### src/rtl/f2i_unit_if.sv
// Handshake bundle for the float-to-integer offload unit.
//   in_valid  / in_ready  : request handshake, in_float carries the operand
//   out_valid / out_ready : result handshake, out_int / out_ovf carry the result
// master = requester side (drives the request, accepts the result)
// slave  = the converter itself
interface f2i_unit_if;
  logic        in_valid;
  logic        in_ready;
  logic [15:0] in_float;
  logic        out_valid;
  logic        out_ready;
  logic [15:0] out_int;
  logic        out_ovf;

  modport master (
    output in_valid, in_float, out_ready,
    input  in_ready, out_valid, out_int, out_ovf
  );

  modport slave (
    input  in_valid, in_float, out_ready,
    output in_ready, out_valid, out_int, out_ovf
  );
endinterface

### src/rtl/f2i_unit.sv
// Multi-cycle float-to-integer converter.
// Input format: sign[15], exponent[14:7] (bias 127), mantissa[6:0] with an
// implicit leading 1. Output is a 16-bit two's-complement integer,
// truncated toward zero and saturated on overflow (out_ovf flags saturation).
// An iterative one-bit-per-cycle shifter aligns the significand.
// Ports:
//   clk   - clock, rising edge
//   rst_n - asynchronous active-low reset
//   bus   - f2i_unit_if.slave: request (in_*) and result (out_*) handshakes
module f2i_unit (
  input  logic        clk,
  input  logic        rst_n,
  f2i_unit_if.slave   bus
);

  typedef enum logic [1:0] {IDLE, SHIFT, DONE} state_t;

  state_t             state;
  state_t             nextState;
  logic signed [15:0] acc;
  logic signed [15:0] outInt;
  logic        [2:0]  cnt;
  logic               dirLeft;
  logic               sgn;
  logic               outOvf;

  logic        [7:0]  inExp;
  logic        [6:0]  inMant;
  logic               inSign;
  logic               accept;
  logic               isZero;
  logic               isSat;
  logic               shiftLeft;

  assign inSign    = bus.in_float[15];
  assign inExp     = bus.in_float[14:7];
  assign inMant    = bus.in_float[6:0];
  assign accept    = bus.in_valid && (state == IDLE);
  // Exponent 0 (zero/denormal) also falls below the bias.
  assign isZero    = (inExp < 8'd127);
  // e >= 15, which also covers exponent 255 (inf/NaN).
  assign isSat     = (inExp >= 8'd142);
  // e > 7 means the binary point lies right of the significand.
  assign shiftLeft = (inExp > 8'd134);

  function automatic logic signed [15:0] applySign(input logic s,
                                                   input logic signed [15:0] mag);
    return s ? -mag : mag;
  endfunction

  function automatic logic signed [15:0] satValue(input logic s);
    return s ? 16'sh8000 : 16'sh7FFF;
  endfunction

  // Only exactly -32768 (e==15, mantissa 0, negative) is representable.
  function automatic logic satOvf(input logic s, input logic [7:0] ex,
                                  input logic [6:0] mant);
    return !(s && (ex == 8'd142) && (mant == 7'd0));
  endfunction

  always_ff @(posedge clk or negedge rst_n) begin
    if (!rst_n) state <= IDLE;
    else        state <= nextState;
  end

  always_comb begin
    nextState = state;
    case (state)
      IDLE:    if (accept) nextState = (isZero || isSat) ? DONE : SHIFT;
      SHIFT:   if (cnt == 3'd0) nextState = DONE;
      DONE:    if (bus.out_ready) nextState = IDLE;
      default: nextState = IDLE;
    endcase
  end

  always_ff @(posedge clk or negedge rst_n) begin
    if (!rst_n) begin
      acc     <= '0;
      cnt     <= '0;
      dirLeft <= 1'b0;
      sgn     <= 1'b0;
      outInt  <= '0;
      outOvf  <= 1'b0;
    end else begin
      case (state)
        // Accept: classify and either finish at once or load the shifter.
        IDLE: if (accept) begin
          sgn <= inSign;
          if (isZero) begin
            outInt <= '0;
            outOvf <= 1'b0;
          end else if (isSat) begin
            outInt <= satValue(inSign);
            outOvf <= satOvf(inSign, inExp, inMant);
          end else begin
            acc     <= {8'b0, 1'b1, inMant};
            dirLeft <= shiftLeft;
            // |e-7| = |E-134|; only the low 3 bits matter since the range is 0..7.
            cnt     <= shiftLeft ? (inExp[2:0] - 3'd6) : (3'd6 - inExp[2:0]);
          end
        end
        // Shift: one bit per cycle; right shifts drop fraction bits (truncation).
        SHIFT: begin
          if (cnt != 3'd0) begin
            acc <= dirLeft ? (acc <<< 1) : (acc >>> 1);
            cnt <= cnt - 3'd1;
          end else begin
            outInt <= applySign(sgn, acc);
            outOvf <= 1'b0;
          end
        end
        default: ;
      endcase
    end
  end

  assign bus.in_ready  = (state == IDLE);
  assign bus.out_valid = (state == DONE);
  assign bus.out_int   = outInt;
  assign bus.out_ovf   = outOvf;

endmodule
### src/flat_wrapper.sv
// flat-port wrapper written by rule: the top's interface ports become plain ports
module f2i_unit_flat 
  (clk, rst_n, bus_in_valid, bus_in_float, bus_out_ready, bus_in_ready, bus_out_valid, bus_out_int, bus_out_ovf);
  f2i_unit_if bus_i ();
  input  logic clk;
  input  logic rst_n;
  input wire logic [$bits(bus_i.in_valid)-1:0] bus_in_valid;
  input wire logic [$bits(bus_i.in_float)-1:0] bus_in_float;
  input wire logic [$bits(bus_i.out_ready)-1:0] bus_out_ready;
  output wire logic [$bits(bus_i.in_ready)-1:0] bus_in_ready;
  output wire logic [$bits(bus_i.out_valid)-1:0] bus_out_valid;
  output wire logic [$bits(bus_i.out_int)-1:0] bus_out_int;
  output wire logic [$bits(bus_i.out_ovf)-1:0] bus_out_ovf;
  assign bus_i.in_valid = bus_in_valid;
  assign bus_i.in_float = bus_in_float;
  assign bus_i.out_ready = bus_out_ready;
  assign bus_in_ready = bus_i.in_ready;
  assign bus_out_valid = bus_i.out_valid;
  assign bus_out_int = bus_i.out_int;
  assign bus_out_ovf = bus_i.out_ovf;
  f2i_unit u_core (.clk(clk), .rst_n(rst_n), .bus(bus_i));
endmodule
### config.mk
export PLATFORM = sky130hd
export DESIGN_NAME = f2i_unit_flat
export DESIGN_NICKNAME = d
export VERILOG_FILES = /design/src/rtl/f2i_unit_if.sv /design/src/rtl/f2i_unit.sv /design/src/flat_wrapper.sv
export SDC_FILE = /design/constraint.sdc
export NUM_CORES = 1
export LEC_CHECK = 0
export ABC_AREA = 1
export CELL_PAD_IN_SITES_DETAIL_PLACEMENT = 0
export CELL_PAD_IN_SITES_GLOBAL_PLACEMENT = 1
export CORE_MARGIN = 1.5
export CORE_UTILIZATION = 40
export DETAILED_ROUTE_END_ITERATION = 6
export DONT_BUFFER_PORTS = 1
export GPL_TIMING_DRIVEN = 0
export PLACE_DENSITY_LB_ADDON = 0.05
export SETUP_SLACK_MARGIN = 0.5
export SLEW_MARGIN = 5
export SYNTH_ARGS = -nofsm -noshare
export SYNTH_HDL_FRONTEND = slang
export SYNTH_SLANG_ARGS = --single-unit
### constraint.sdc
create_clock -name clk -period 1.7 [get_ports clk]
set_input_delay 0.255 -clock clk [delete_from_list [all_inputs] [get_ports clk]]
set_output_delay 0.255 -clock clk [all_outputs]
set_load 0.05 [all_outputs]
==> metrics.md <==
| Metric | Value |
|---|---|
| Worst Path Arrival | `1.83 ns` |
| GRT overflow | `0` |
| Number of global-route vias before repair | `2,617` |
| Crit end category | `flop` |
| I/O Buffers | `0` |
| Worst VDD drop | `0.00126 V` |
| Largest net degree at the start of global routing | `41` |
| DIE HEIGHT | `83.4 um` |
| Root Buffer | `clkbuf_8` |
| Starting Density | `0.410` |
| Post-synthesis sequential area ratio | `0.387` |
| Worst hold path type | `in -> async` |
| CTS sink cnt | `40` |
| Worst-Margin Slew | `0.483 ns` |
| Reg2Reg Launch Point | `u_core.state[1]` |
| Worst EP required | `1.92 ns` |
| Antenna viol nets, final | `0` |
| Final Hold Vio Count | `40` |
| Antenna Cells | `0` |
| First DRT Iteration DRCs | `125` |
| Final Max Tran Viols | `0` |
| Worst R2R Path Depth | `8` |
| Leak pwr | `1.61 nW` |
| Worst Setup Slack, final | `0.0942 ns` |
| CTS clk-pin slew, worst paths | `0.08 ns` |
| WL per Instance | `15.4 um` |
| HPWL Detailed | `5.32 mm` |
| Post-route worst hold slack | `-0.353 ns` |
| Die area | `0.00696 mm2` |
| RSZ-0062 raised after global routing | `yes` |
| Pwr Total | `5.95 mW` |
| Setup CP Type | `reg -> reg` |
| Vias/cell | `5.30` |
| Final setup viols | `0` |
| DRC | `0` |
| CTS Buf Count | `5` |
| RePlAce Congestion | `0.821` |
| First-pass GRT wire length | `12.8 mm` |
| CTS H-tree lvls | `2` |
| Worst slew margin | `0.678` |
| Most frequent cells in the layout | `nand2_1, nor2_1, dfrtp_1, inv_1, nand3_1` |
| Ratio of cells with drive above 1 in the final layout | `0.269` |
| Commonest non-fill, non-tap cell in the layout | `nand2_1` |
| Failing checks | `negative hold slack` |
| CP Max Fanout | `8` |
| Vias | `2,540` |
| Die Wd | `83.4 um` |
| Nets | `427` |
| I/O pin total | `39` |
| Clock skew | `0.00339 ns` |
| Worst slack, placed | `-0.0203 ns` |
| Drt pass-1 iters | `4` |
| Max cap viols | `0` |
| Core Box Area | `0.00631 mm2` |
| P&R area growth vs syn | `27.4%` |
| Setup slack, reg-to-reg | `0.09 ns` |
| Avg Inst Size Synth | `6.85 um2` |
| Number of antenna violations at the first check in global routing | `0` |
| Fmax | `623 MHz` |
| Final min period | `1.61 ns` |
| Worst setup SP type | `flop` |
| Total GRT Usage | `0.233` |
| Post-route clock period utilization | `0.945` |
| YS warnings | `0` |
| CTS tree | `yes` |
| Flops & latches, synth | `40` |
| Reg2reg end | `u_core.cnt[0]` |
| Post-synthesis cell type count | `29` |
| Cell row count | `29` |
| Post-synthesis cell count | `378` |
| Pwr dens | `1810 mW/mm2` |
| Clk_lat worst skew | `0.29 ns` |
| Status | `complete, but fails checks` |
| Synthesized area | `0.00259 mm2` |
| Syn nets | `404` |
| CTS max path bufs | `2` |
| Post-Route WL | `7.37 mm` |
==> cells in the mapped netlist (all sizes together) <==
cell	n	area (um2)
nand2	137	527
nor2	48	200
dfrtp	40	1000
inv	38	145
o21ai	36	191
nand3	25	135
buf	12	87.6
o22ai	11	68.8
a21oi	9	45.0
ha	6	75.1
nand4	5	31.3
o221ai	4	35.0
nand3b	2	15.0
a31oi	1	6.26
clkbuf	1	3.75
nor3	1	5.00
o21a	1	7.51
xor2	1	8.76
==> critical path, stage by stage (launching register included) <==
cell	delay, ns
dfrtp_2	0.43
nor2_4	0.39
nand2_4	0.13
inv_4	0.08
nand3_4	0.11
nand2_8	0.13
buf_6	0.14
nand2_1	0.05
o21ai_1	0.08
==> state kept, by name (all words and copies together) (netlist names) <==
register / cells
u_core.sgn: 1
u_core.bus.out_ovf: 1
u_core.dirLeft: 1
u_core.state: 2
u_core.acc: 16
u_core.cnt: 3
u_core.bus.out_int: 16
==> where the power goes <==
part           total, mW  switching, mW  internal (mW)
sequential          2.34          0.998           1.34
combinational       2.95           1.78           1.17
clock              0.665          0.333          0.331
==> per-layer routing <==
| layer | wire length, um | track usage | part of all wire |
|---|---|---|---|
| met1 | 3260 | 0.283 | 0.44 |
| met2 | 3730 | 0.429 | 0.51 |
| met3 | 291 | 0.0417 | 0.040 |
| met4 | 91 | 0.0537 | 0.012 |
| met5 | 0 | 0 | 0 |
==> layout make-up <==
class	count	area [um2]
fillers	656	3020
well taps	77	96.3
flip-flops and latches	40	1020
repair buffers	16	221
inverters	38	158
clock buffers	8	90.1
multi-input cells	287	1580
plain buffers	13	136
==> repair_timing <==
item | 4_1_cts | 5_1_grt
endpoints found under the setup margin | 49 | 52
gates cloned | 4 | 0
endpoints found under the hold margin | 40 | 40
buffers inserted | 12 | 0
pin swaps | 13 | 10
resized for setup | 58 | 40
==> kinds of logic (layout without fill, tap and decap cells) <==
group / Yosys count / count (layout) / synth area share
AOI/OAI and AO/OA: 62 / 62 / 0.137
xor gates and xnor gates: 1 / 1 / 0.00338
adders and majority gates: 6 / 6 / 0.0290
buffers and inverters: 51 / 75 / 0.0913
DFF: 40 / 40 / 0.387
and+or+nand+nor: 218 / 218 / 0.353
==> per-stage QoR <==
step                TNS (ns)  std cells  utilization  cell area [um2]
detailed placement   -0.0209        455        0.431             2720
global placement           0        455        0.431             2720
global route        -0.00115        479        0.522             3300
floorplan                  0        378            -             2620
CTS                        0        479        0.504             3180
finish                     0        479        0.522             3300
==> how the worst max path moves through the flow <==
| stage | start | endpoint |
|---|---|---|
| finish | u_core.state[1] | u_core.cnt[0] |
| detailed placement | u_core.state[0] | u_core.acc[7] |
| global route | u_core.state[1] | u_core.bus.out_int[10] |
| CTS | u_core.state[1] | u_core.acc[1] |
| floorplan | u_core.state[0] | u_core.acc[3] |
| global placement | u_core.state[0] | u_core.acc[7] |
(Power assumes the default switching activity.)
